File: src/rtl/alu_add_arb.sv
// -----------------------------------------------------------------------------
// alu_add_arb
//
// Two-requester adder that time-shares a single 8-bit adder stage. A
// round-robin arbiter grants one requester while idle. The accepted operands
// are then summed one byte per clock, least-significant byte first, and the
// result is presented for one cycle on rsp_valid.
//
// Parameters
//   BYTES          operand width in bytes (1..4); W = 8*BYTES
//
// Ports
//   clk            rising-edge clock
//   reset          asynchronous, active-high reset
//   reqN_valid     requester N presents an add operation
//   reqN_ready     requester N is accepted this cycle (idle and granted only)
//   reqN_a/b       W-bit addends of requester N
//   reqN_cin       carry-in of requester N
//   rsp_valid      one-cycle result strobe, no backpressure
//   rsp_id         requester that owns the result
//   rsp_sum        low W bits of a + b + cin
//   rsp_cout       carry out of bit W-1
//   rsp_ovf        signed overflow of the sum
//
// Build option
//   ALU_ARB_OVF_EN defined   : rsp_ovf reports signed overflow
//   ALU_ARB_OVF_EN undefined : rsp_ovf is tied to 0 and no overflow logic exists
// -----------------------------------------------------------------------------
module alu_add_arb #(
  parameter int BYTES = 2
) (
  input  logic               clk,
  input  logic               reset,
  input  logic               req0_valid,
  output logic               req0_ready,
  input  logic [8*BYTES-1:0] req0_a,
  input  logic [8*BYTES-1:0] req0_b,
  input  logic               req0_cin,
  input  logic               req1_valid,
  output logic               req1_ready,
  input  logic [8*BYTES-1:0] req1_a,
  input  logic [8*BYTES-1:0] req1_b,
  input  logic               req1_cin,
  output logic               rsp_valid,
  output logic               rsp_id,
  output logic [8*BYTES-1:0] rsp_sum,
  output logic               rsp_cout,
  output logic               rsp_ovf
);

  localparam int         W        = 8 * BYTES;
  localparam logic [1:0] LAST_IDX = 2'(BYTES - 1);

  typedef enum logic [1:0] {IDLE, BUSY, DONE} state_t;

  state_t         state_q, state_d;
  logic [W-1:0]   a_q, a_d;
  logic [W-1:0]   b_q, b_d;
  logic           carry_q, carry_d;     // running carry, seeded with cin
  logic           id_q, id_d;           // owner of the operation in flight
  logic           last_q, last_d;       // requester granted most recently
  logic [1:0]     idx_q, idx_d;         // byte currently being added
  logic [W-1:0]   acc_q, acc_d;         // partial sum collected so far
  logic [W-1:0]   rsp_sum_q, rsp_sum_d;
  logic           rsp_cout_q, rsp_cout_d;
  logic           rsp_id_q, rsp_id_d;

  // Round-robin grant: a lone requester always wins; on contention the one
  // not granted last wins.
  logic grant0, grant1, fire0, fire1;
  assign grant0     = req0_valid & (~req1_valid | last_q);
  assign grant1     = req1_valid & (~req0_valid | ~last_q);
  assign req0_ready = (state_q == IDLE) & grant0;
  assign req1_ready = (state_q == IDLE) & grant1;
  assign fire0      = req0_valid & req0_ready;
  assign fire1      = req1_valid & req1_ready;

  // Shared 8-bit adder stage operating on byte idx_q.
  logic [4:0]   byte_sh;
  logic [7:0]   byte_a, byte_b;
  logic [8:0]   add9;
  logic [W-1:0] acc_merged;

  assign byte_sh    = {idx_q, 3'b000};
  assign byte_a     = 8'(a_q >> byte_sh);
  assign byte_b     = 8'(b_q >> byte_sh);
  assign add9       = {1'b0, byte_a} + {1'b0, byte_b} + {8'd0, carry_q};
  assign acc_merged = (acc_q & ~(W'(8'hFF) << byte_sh)) | (W'(add9[7:0]) << byte_sh);

`ifdef ALU_ARB_OVF_EN
  logic rsp_ovf_q, rsp_ovf_d;
`endif

  always_comb begin
    // NOTE: every variable gets a hold default first so no path through the
    // case statement leaves it unassigned and infers a latch.
    state_d    = state_q;
    a_d        = a_q;
    b_d        = b_q;
    carry_d    = carry_q;
    id_d       = id_q;
    last_d     = last_q;
    idx_d      = idx_q;
    acc_d      = acc_q;
    rsp_sum_d  = rsp_sum_q;
    rsp_cout_d = rsp_cout_q;
    rsp_id_d   = rsp_id_q;
`ifdef ALU_ARB_OVF_EN
    rsp_ovf_d  = rsp_ovf_q;
`endif

    unique case (state_q)
      IDLE: begin
        if (fire0 | fire1) begin
          a_d     = fire1 ? req1_a   : req0_a;
          b_d     = fire1 ? req1_b   : req0_b;
          carry_d = fire1 ? req1_cin : req0_cin;
          id_d    = fire1;
          last_d  = fire1;
          idx_d   = 2'd0;
          state_d = BUSY;
        end
      end
      BUSY: begin
        acc_d   = acc_merged;
        carry_d = add9[8];
        idx_d   = idx_q + 2'd1;
        if (idx_q == LAST_IDX) begin
          // Result registers only move here, so they hold between strobes.
          state_d    = DONE;
          rsp_sum_d  = acc_merged;
          rsp_cout_d = add9[8];
          rsp_id_d   = id_q;
`ifdef ALU_ARB_OVF_EN
          rsp_ovf_d  = (a_q[W-1] == b_q[W-1]) & (acc_merged[W-1] != a_q[W-1]);
`endif
        end
      end
      DONE:    state_d = IDLE;
      default: state_d = IDLE;
    endcase
  end

  // NOTE: state registers use non-blocking assignments so every flop samples
  // the pre-edge value of its neighbours, independent of statement order.
  always_ff @(posedge clk or posedge reset) begin
    if (reset) begin
      state_q    <= IDLE;
      a_q        <= '0;
      b_q        <= '0;
      carry_q    <= 1'b0;
      id_q       <= 1'b0;
      last_q     <= 1'b1;   // req0 wins the first contention
      idx_q      <= 2'd0;
      acc_q      <= '0;
      rsp_sum_q  <= '0;
      rsp_cout_q <= 1'b0;
      rsp_id_q   <= 1'b0;
`ifdef ALU_ARB_OVF_EN
      rsp_ovf_q  <= 1'b0;
`endif
    end else begin
      state_q    <= state_d;
      a_q        <= a_d;
      b_q        <= b_d;
      carry_q    <= carry_d;
      id_q       <= id_d;
      last_q     <= last_d;
      idx_q      <= idx_d;
      acc_q      <= acc_d;
      rsp_sum_q  <= rsp_sum_d;
      rsp_cout_q <= rsp_cout_d;
      rsp_id_q   <= rsp_id_d;
`ifdef ALU_ARB_OVF_EN
      rsp_ovf_q  <= rsp_ovf_d;
`endif
    end
  end

  assign rsp_valid = (state_q == DONE);
  assign rsp_sum   = rsp_sum_q;
  assign rsp_cout  = rsp_cout_q;
  assign rsp_id    = rsp_id_q;
`ifdef ALU_ARB_OVF_EN
  assign rsp_ovf   = rsp_ovf_q;
`else
  assign rsp_ovf   = 1'b0;
`endif

endmodule

File: config.mk
export PLATFORM = sky130hd
export DESIGN_NAME = alu_add_arb
export DESIGN_NICKNAME = d
export VERILOG_FILES = /design/src/rtl/alu_add_arb.sv
export SDC_FILE = /design/constraint.sdc
export NUM_CORES = 1
export LEC_CHECK = 0
export CORE_MARGIN = 4
export CORE_UTILIZATION = 48
export DETAILED_ROUTE_END_ITERATION = 16
export PLACE_DENSITY_LB_ADDON = 0.05
export SLEW_MARGIN = 20
export SYNTH_ARGS = -nofsm -noshare
export SYNTH_HDL_FRONTEND = slang
export SYNTH_SLANG_ARGS = --single-unit
File: constraint.sdc
create_clock -name clk -period 3.6 [get_ports clk]
set_clock_uncertainty 0.15 [all_clocks]
set_input_delay 0.72 -clock clk [delete_from_list [all_inputs] [get_ports clk]]
set_output_delay 0.72 -clock clk [all_outputs]
set_load 0.005 [all_outputs]
==> qor.yml <==
ys_warn_count: 0
portBuffers: 90
ios: 92
final_common_cell: "nand2_1"
fin_cells: 570
initial_core_util_pct: 49.7
path_clk_slew_ns: 0.07
clock.fmax_ghz: 0.317
fill_cells: 590
post_cts_buffers: 0
synth_top_cell_by_area: "dfrtp_1"
ir_drop_mv: 0.478
cap_violations: 0
synth_compound_area_share_pct: 15.6
yosys.area_share.simple_pct: 21.5
drive_gt1_share_pct: 7.81
vias: 2931
cts_tree: "done"
synth_top_area_share_pct: 46.9
firstDrtPassIters: 4
register_area_um2: 1630
die_h_um: 92.4
grt-ovfl-total: 0
clock_latency_ns: 0.34
area_delta_synth_final_pct: 34.1
drcViolationCount: 0
finalSetupViolCount: 0
synthFlopType: "dfrtp_1"
critPathLaunchType: "primary input"
htreeDepth: 3
layout.nets: 550
async_flop_share_pct: 100
crit_type: "primary input to primary output"
dp.cells: 554
crit_chain: "clkdlybuf4s50_1, nand2_1, nand3_2, inv_2, clkdlybuf4s50_1"
relSlewSlack_pct: 54.7
finalMaxSlewViolations: 0
synth_edf_count: 0
path_max_fanout: 18
grt_pass1_wl_um: 13600
grt_max_degree: 39
core-area_um2: 6870
synth-seq-cells: 65
clock-sinks: 65
p_leak_nw: 2.04
tightestPinTransition_ns: 0.678
num_antenna_cells: 0
clockRootBuffer: "clkbuf_8"
antenna_found_initial: 0
tns_ns: 0
run_status: "finished, final reports clean"
hpwlAfterDp_um: 6080
crit_slowest_cell: "clkdlybuf4s50_1"
power_density_nw_per_um2: 1010
wl_per_cell_um: 14.1
yosys.area_share.adder_pct: 4.47
rsz0062_at_grt: "false"
ys_seq_area_share_pct: 47.7
grt_pass1_vias: 2871
grt_usage_pct: 19.9
synth_top_family_by_area: "simple AND/OR/NAND/NOR gates"
fin_crit_ns: 3.16
wl_um: 8030
syn_nets: 464
cpPeakStageDelay_ns: 0.51
cts_buffer_depth: 2
gp_congestion: 0.819
hp-class: "flip-flop to flip-flop"
via_per_inst: 5.14
multi_input_area_um2: 1640
die_w_um: 92.4
synth_cell_type_count: 47
synth_area_per_cell_um2: 8.92
ant_nets: 0
synthesis.area_um2: 3420
cts_buffers: 9
fp.dieArea_um2: 8530
synth_xor_area_share_pct: 1.28
ctsResizeCount: 0
required_ns: 2.73
drt_iter0_markers: 93
final.period_utilization_pct: 87.7
worstPathArrival_ns: 2.29
hold_violations: 0
final_cell_mix: "nand2_1, clkdlybuf4s50_1, dfrtp_1"
postCtsHoldBufs: 0
yosys-mux-area-fraction_pct: 4.98
worst_setup_path_end_kind: "primary output"
rows: 30
syn_inst: 383
crit_top_cell: "clkdlybuf4s50_1"
synth_area_leaders: "dfrtp_1, nand2_1, nor2_1, a31oi_1, mux2i_1"
==> sequential cells by signal, summed over array words and instances, names as in the netlist <==
register  cells
id_q          1
rsp_sum      16
state_q       2
idx_q         2
rsp_id        1
b_q          16
carry_q       1
last_q        1
a_q          16
acc_q         8
rsp_cout      1
==> metrics by stage <==
stage	hold slack (ns)	cell area [um2]	utilization [%]	total power [W]	setup slack, ns
3_5_place_dp	0.305	4390	63.9	0.00403	0.430
5_1_grt	0.344	4580	66.7	0.00502	0.303
4_1_cts	0.322	4580	66.7	0.00465	0.437
3_3_place_gp	0.302	4390	63.9	0.00393	0.470
6_report	0.317	4580	66.7	0.00461	0.444
2_1_floorplan	0.289	3420	-	0.00322	0.817
==> critical path: cells and delay by family <==
family                 cells  cell delay, ns
buffers and inverters      3            1.11
AND/OR/NAND/NOR            2            0.45
==> Yosys cell counts (2+ instances only) <==
| cell | instances |
|---|---|
| nand2_1 | 93 |
| dfrtp_1 | 64 |
| nor2_1 | 62 |
| a31oi_1 | 32 |
| mux2i_1 | 17 |
| a22o_1 | 11 |
| buf_2 | 11 |
| ha_1 | 9 |
| clkbuf_1 | 7 |
| inv_1 | 7 |
| nand3_1 | 7 |
| o21ai_0 | 6 |
| a221oi_1 | 5 |
| a21oi_1 | 4 |
| a21o_1 | 3 |
| buf_4 | 3 |
| nand2b_1 | 3 |
| xor2_1 | 3 |
| a31o_1 | 2 |
| fa_1 | 2 |
| inv_2 | 2 |
| nand3b_1 | 2 |
| o21ai_1 | 2 |
| o31ai_1 | 2 |
| xnor2_1 | 2 |
==> layer usage <==
layer	track usage [%]	share of wire [%]	vias to the layer above	wire, um
li1	-	-	1490	-
met2	35.1	51	72	4130
met1	24.6	43	1360	3440
met3	4.06	4.6	9	372
met4	5.69	1.1	0	87
met5	0	0	-	0
==> kinds of logic after synthesis <==
kind of cell    after synthesis
other cells                   1
flops                        65
fa+ha+maj                    11
xor+xnor                      5
mux                          17
simple gates                177
buf+inv                      31
compound gates               76
==> report_power, final <==
group	switching (W)	internal, W	leakage (nW)
combinational	0.00149	0.00117	1.17
sequential	0.000233	0.00110	0.766
clock	0.000293	0.000319	0.0994
total	0.00202	0.00259	2.04
==> path summary, 6_finish.rpt <==
kind                            start          to  slack [ns]  cells past startpoint
max                        req0_valid  req1_ready        0.44                      5
min                        rsp_sum[9]  rsp_sum[9]        0.32                      2
max reg2reg                  idx_q[1]  rsp_sum[4]        0.65                      8
min reg2reg                rsp_sum[9]  rsp_sum[9]        0.32                      2
max in group asynchronous       reset      last_q        1.97                      3
min in group asynchronous       reset  rsp_sum[8]        0.66                      2
==> layout make-up <==
cell class | count | area share [%]
multi-input combinational | 287 | 35.8
sequential | 65 | 35.5
timing repair buffer | 97 | 21.1
clock buffer | 9 | 2.70
tap | 96 | 2.62
clock inverter | 7 | 1.53
inverter | 9 | 0.737
Note: power is estimated with default switching activity, not from simulation.
